### src/rtl/pipe_perf_monitor.sv
// pipe_perf_monitor: run-bounded pipeline cycle/stall/flush counters with 4-phase snapshot capture
module pipe_perf_monitor #(
   parameter int WIDTH = 32
) (
   input  logic             clk_i,
   input  logic             rst_i,
   input  logic             start_i,
   input  logic             stall_i,
   input  logic             branch_i,
   input  logic             flush_i,
   input  logic [WIDTH-1:0] limit_i,
   input  logic             snap_req_i,
   output logic             snap_ack_o,
   output logic [WIDTH-1:0] snap_cycle_o,
   output logic [WIDTH-1:0] snap_stall_o,
   output logic [WIDTH-1:0] snap_flush_o,
   output logic [WIDTH-1:0] cycle_o,
   output logic [WIDTH-1:0] stall_cnt_o,
   output logic [WIDTH-1:0] flush_cnt_o,
   output logic [1:0]       state_o,
   output logic             done_o
);
   typedef enum logic [1:0] {IDLE = 2'd0, RUN = 2'd1, DONE = 2'd2} state_t;
   state_t           r_state;
   logic [WIDTH-1:0] r_limit;
   logic [WIDTH-1:0] r_cycle;
   logic [WIDTH-1:0] r_stall;
   logic [WIDTH-1:0] r_flush;
   logic [WIDTH-1:0] r_snap_cycle;
   logic [WIDTH-1:0] r_snap_stall;
   logic [WIDTH-1:0] r_snap_flush;
   logic             r_ack;
   logic             r_done;
   logic [WIDTH-1:0] w_cycle_nxt;
   logic [WIDTH-1:0] w_stall_nxt;
   logic [WIDTH-1:0] w_flush_nxt;
   logic             w_hit_limit;
   logic             w_capture;
   always_comb begin
      w_cycle_nxt = (&r_cycle) ? r_cycle : r_cycle + WIDTH'(1);
      w_stall_nxt = (stall_i && !branch_i && !(&r_stall)) ? r_stall + WIDTH'(1) : r_stall;
      w_flush_nxt = (flush_i && !(&r_flush)) ? r_flush + WIDTH'(1) : r_flush;
      w_hit_limit = (r_limit != '0) && (w_cycle_nxt == r_limit);
      w_capture   = snap_req_i && !r_ack;
   end
   always_ff @(posedge clk_i) begin
      if (rst_i) begin
         r_state      <= IDLE;
         r_limit      <= '0;
         r_cycle      <= '0;
         r_stall      <= '0;
         r_flush      <= '0;
         r_snap_cycle <= '0;
         r_snap_stall <= '0;
         r_snap_flush <= '0;
         r_ack        <= 1'b0;
         r_done       <= 1'b0;
      end else begin
         r_ack <= snap_req_i;
         if (w_capture) begin
            r_snap_cycle <= r_cycle;
            r_snap_stall <= r_stall;
            r_snap_flush <= r_flush;
         end
         if (start_i) begin
            r_state <= RUN;
            r_limit <= limit_i;
            r_cycle <= '0;
            r_stall <= '0;
            r_flush <= '0;
            r_done  <= 1'b0;
         end else if (r_state == RUN) begin
            r_cycle <= w_cycle_nxt;
            r_stall <= w_stall_nxt;
            r_flush <= w_flush_nxt;
            r_state <= w_hit_limit ? DONE : RUN;
            r_done  <= w_hit_limit;
         end
      end
   end
   assign snap_ack_o   = r_ack;
   assign snap_cycle_o = r_snap_cycle;
   assign snap_stall_o = r_snap_stall;
   assign snap_flush_o = r_snap_flush;
   assign cycle_o      = r_cycle;
   assign stall_cnt_o  = r_stall;
   assign flush_cnt_o  = r_flush;
   assign state_o      = r_state;
   assign done_o       = r_done;
endmodule

### config.mk
export PLATFORM = sky130hd
export DESIGN_NAME = pipe_perf_monitor
export DESIGN_NICKNAME = d
export VERILOG_FILES = /design/src/rtl/pipe_perf_monitor.sv
export SDC_FILE = /design/constraint.sdc
export NUM_CORES = 1
export LEC_CHECK = 0
export ABC_AREA = 1
export CORE_ASPECT_RATIO = 0.7
export CORE_UTILIZATION = 45
export DETAILED_ROUTE_END_ITERATION = 6
export PLACE_DENSITY = 0.72
export SKIP_CTS_REPAIR_TIMING = 1
export SYNTH_ARGS = -nofsm -noshare
export SYNTH_HDL_FRONTEND = slang
export SYNTH_SLANG_ARGS = --single-unit
### constraint.sdc
create_clock -name clk_i -period 3.45 [get_ports clk_i]
set_clock_uncertainty 0.05 [all_clocks]
set_input_delay 0.69 -clock clk_i [delete_from_list [all_inputs] [get_ports clk_i]]
set_output_delay 0.69 -clock clk_i [all_outputs]
set_load 0.05 [all_outputs]
# Word level (Yosys, flattened, before mapping)
# Index checks and enable logic that the tools add are counted.
dict set report totals {
  reg_bits 228
  out_inout_bits 196
  word_cells 37
}
dict set report classes {
  n_eq_ne 2
  addsub 3
  n_mux 4
  n_reduce_logical 17
}
# operator count
set op_table {}
lappend op_table {{$add 32x1->32 const B} 3}
lappend op_table {{$reduce_and 32->1} 3}
lappend op_table {{$eq 32x32->1} 1}
lappend op_table {{$mux 32} 1}
lappend op_table {{$reduce_bool 32->1} 1}
lappend op_table {{$logic_and 1x1->1} 5}
lappend op_table {{$logic_not 1->1} 4}
lappend op_table {{$reduce_and 2->1} 2}
lappend op_table {{$eq 2x1->1 const B} 1}
lappend op_table {{$mux 1} 2}
lappend op_table {{$mux 2} 1}
lappend op_table {{$reduce_bool 2->1} 1}
lappend op_table {{$reduce_or 2->1} 1}

# Longest topological paths before layout
dict set report logic_depth {
  word_depth 7
  mapped_depth 18
}

# Least setup slack after synthesis
# OpenSTA, ideal clock, no wires.
dict set report synth_path {
  path_kind {reg2reg}
  from {reg r_cycle[1], in the netlist cycle_o[1]}
  to {reg r_state[0], in the netlist state_o[0]}
  stages_incl_launch_ff 17
  path_buffers 1
  path_slack_ns 0.811
  t_required_ns 3.268
  period_less_slack_ns 2.639
  arrival_ns 2.457
  cell_sequence {dfxtp_1 ha_1 inv_1 nor2_4 nand2_2 nor2_4 nand2_4 buf_6 nand2_2 xor2_1 nand3_1 nor2_1 nand2_1 nor2_1 nand2_1 nand2_1 a21oi_1}
}
dict set report synth_via {
  elab_chain_len 7
}
# item line
set synth_lines {}
lappend synth_lines {{start, declared} 26} ;# logic [WIDTH-1:0] r_cycle;
lappend synth_lines {{start signal, assigned} 73} ;# r_cycle <= w_cycle_nxt;
lappend synth_lines {{$add 32x1->32 or $reduce_and 32->1 (tied branches)} 40} ;# w_cycle_nxt = (&r_cycle) ? r_cycle : r_cycle + WIDTH'(1);
lappend synth_lines {{$mux 32 *} 40}
lappend synth_lines {{$eq 32x32->1 *} 43} ;# w_hit_limit = (r_limit != '0) && (w_cycle_nxt == r_limit);
lappend synth_lines {{$logic_and 1x1->1 *} 43}
lappend synth_lines {{$mux 2 *} 76} ;# r_state <= w_hit_limit ? DONE : RUN;
lappend synth_lines {{$mux 1 *} 72} ;# end else if (r_state == RUN) begin
lappend synth_lines {{$mux 1 *} 65} ;# if (start_i) begin
lappend synth_lines {{end signal, assigned} 76}
lappend synth_lines {{end, declared} 24} ;# state_t r_state;
# Mark *: on every way between the ends. The rest lies on a longest branch, timed or not. The select of a mux whose other input is x is not followed.
# A chain may end at the register's enable or synchronous reset.

# Final worst setup path
dict set report layout_path {
  from {reg r_cycle[24], in the netlist cycle_o[24]}
  to {reg r_state[0], in the netlist state_o[0]}
}
# Same word-level chain as after synthesis.

==> results.yml <==
die:
  die_area_sq_mm: 0.02509
  io_pins: 235
  dieHeight_um: 132.8
  core_sq_mm: 0.02382
  chipWidth_um: 188.9
  start_util_pct: 46.20
  row_count: 47
timing:
  finalSetupViolCount: 0
  whs_ns: 0.4090
  max_clock_freq_ghz: 0.3507
  final.setup.worst_slack_ns: 0.5985
  hold_viol: 0
  fin_tns_setup_ns: 0
  rsz0062_at_grt: "false"
  fin_crit_ns: 2.851
  worst_pin_slew_ns: 0.7974
  slew_viol_final: 0
  timing.final.crit_share_pct: 82.65
  timing.slew.headroom_pct: 46.28
clock_tree:
  tritoncts: "built"
  clk-insertion-delay-late_ns: 0.52
  cts_max_level: 1
  clkTransAtPathRegs_ns: 0.07
  clockBufferDepth: 3
  root_buffer: "clkbuf_16"
  cts_buffers: 24
  cts.sinks: 227
placement:
  postPlaceCellArea_sq_mm: 0.01363
  hpwl_um: 30630
  place_ws_ns: 0.6869
  port-buffer-count: 234
  gp_congestion: 0.9899
logic_synthesis:
  synth_nets: 1660
  syn_area_sq_mm: 0.01100
  ys.flop_type: "dfxtp_1"
  synth_edf_count: 0
  yosys.area_share.simple_pct: 31.09
  synthMuxAreaShare_pct: 0
  synth_seq_cells: 227
  yosysWarningCount: 0
  syn_avg_cell_area_sq_um: 6.801
  synth_cells: 1618
  synth.distinct_cells: 39
  synthXorXnorAreaFrac_pct: 3.559
  yosysSeqAreaShare_pct: 41.30
  postSynth.asyncResetShare_pct: 0
  synthAdderAreaFrac_pct: 0.3411
  synth-compound-area-share_pct: 14.71
  synth_top_family_by_area: "simple AND/OR/NAND/NOR gates"
finish:
  syn_to_final_growth_pct: 31.39
  diodes: 0
  final_area_sq_mm: 0.01446
  final_common_cell: "nand2_1"
  final_cell_mix: "nand2_1, nor2_1, clkdlybuf4s50_1"
  fillers: 2231
  layout.nets: 1865
  drive_gt1_share_pct: 4.074
  seq_area_sq_mm: 0.004544
  multi_input_area_sq_mm: 0.005479
global_route:
  grt_max_degree: 131
  antenna_found_initial: 0
  overflow: 0
  grt_pass1_wl_um: 61240
  grt_pass1_vias: 10280
  grt_use_total_pct: 31.59
setup_path:
  critical_path_class: "reg -> reg"
  end_kind: "register"
  ff2ff_path_depth: 15
  critPathRequiredTime_ns: 3.78
  cp_slowest_cell: "dfxtp_1"
  worstSetupStartpointType: "register"
  slowest_delay_ns: 0.52
  crit_path_max_fanout: 55
  path_common_cell: "nand2_1"
  worstPathCellList: "nand2_1, nor2_1, nand2_1, nor2_1, nand2_4, o21ai_0, nor2_1, a21oi_1, nand2_1, nor2_1, nand2_1, nor2_1, nand2_1, nand2_1, a21oi_1"
  cp.arrival_ns: 3.18
drt:
  drtAntennaViolNets: 0
  drtPass1Iterations: 7
  wl_met1_um: 20210
  wl_met2_um: 15100
  vias_per_cell: 5.365
  vias: 11580
  top_layer: "met4"
  drtIter0Drc: 1243
  wl_met3_um: 4673
  wl_per_cell_um: 18.76
  drc: 1
  wl_um: 40510
outcome:
  violations: "DRC"
  status: "finished with violations"
flow_run:
  maxCapViolCount: 0
pwr:
  power_leakage_nw: 5.403
  p_total_w: 0.006388
  ir_drop_mv: 0.4149
  powerDensity_mw_per_mm2: 441.8
worst_hold_path:
  hold_class: "reg -> reg"
  hold-path-cell-count: 2
==> cells by family (layout without fill, tap and decap cells) <==
family,Yosys count,after routing
and+or+nand+nor,818,818
AOI/OAI and AO/OA,269,269
DFF,227,227
xor gates and xnor gates,43,43
adders and majority gates,3,3
buffers and inverters,258,481
==> critical path: cells and delay by family, from the launching register on <==
family,cells,cell delay (ns)
flops,1,0.52
compound gates,3,0.48
simple gates,12,1.63
==> power by group <==
group          leakage (nW)  internal, W  switching, W  total [W]
registers              1.85      0.00272     0.0000751    0.00279
clock network         0.400      0.00164       0.00108    0.00272
logic                  3.15     0.000277      0.000598   0.000875
total                  5.40      0.00463       0.00176    0.00639
==> cell type report <==
| cell class | instances | area share, % |
|---|---|---|
| clock buffers | 36 | 4.889 |
| clock inverters | 8 | 0.8307 |
| flip-flops and latches | 227 | 31.43 |
| multi-input cells | 1133 | 37.89 |
| inverters | 184 | 4.777 |
| well taps | 318 | 2.752 |
| repair buffers | 253 | 17.43 |
==> final timing paths <==
path	startpoint	to	slack, ns
setup reg to reg	cycle_o[24]	state_o[0]	0.60
setup / recovery	cycle_o[24]	state_o[0]	0.60
hold reg to reg	snap_stall_o[31]	snap_stall_o[31]	0.41
hold / removal	snap_stall_o[31]	snap_stall_o[31]	0.41
==> state kept, by name, indices dropped and copies added, names as in the netlist <==
register	count
snap_flush_o	32
snap_ack_o	1
snap_cycle_o	32
r_limit	32
state_o	2
flush_cnt_o	32
stall_cnt_o	32
cycle_o	32
snap_stall_o	32
==> through the flow <==
step / std cells / utilization [%]
2_1_floorplan: 1618 / -
3_3_place_gp: 2115 / 57.24
3_5_place_dp: 2115 / 57.24
5_1_grt: 2159 / 60.71
6_report: 2159 / 60.71
4_1_cts: 2159 / 60.71
==> cells in the mapped netlist, types with 2 or more instances <==
master / instances / area [sq um]
buf_2: 6 / 30.03
nand4_1: 23 / 143.9
a21oi_1: 106 / 530.5
xor2_1: 38 / 332.8
nand3_1: 78 / 390.4
o21a_1: 2 / 15.01
nand3b_1: 3 / 22.52
nor3_1: 37 / 185.2
ha_1: 3 / 37.54
o211ai_1: 3 / 22.52
inv_2: 3 / 11.26
nand2_1: 396 / 1486
xnor2_1: 4 / 35.03
nor2_4: 2 / 22.52
a211oi_1: 100 / 750.7
nor4_1: 14 / 87.58
nor3b_1: 5 / 37.54
nor2_1: 243 / 912.1
buf_1: 4 / 15.01
and3_1: 4 / 25.02
buf_4: 2 / 15.01
inv_1: 180 / 675.7
nand2_2: 7 / 43.79
o21ai_0: 54 / 270.3
clkbuf_1: 61 / 229.0
dfxtp_1: 227 / 4544
==> routing by layer <==
metal / global-route usage (%) / vias to the layer above
li1: - / 5689
met1: 51.43 / 5283
met2: 41.07 / 567
met3: 7.798 / 44
met4: 4.749 / 0
met5: 0 / -
(Power assumes the default switching activity.)
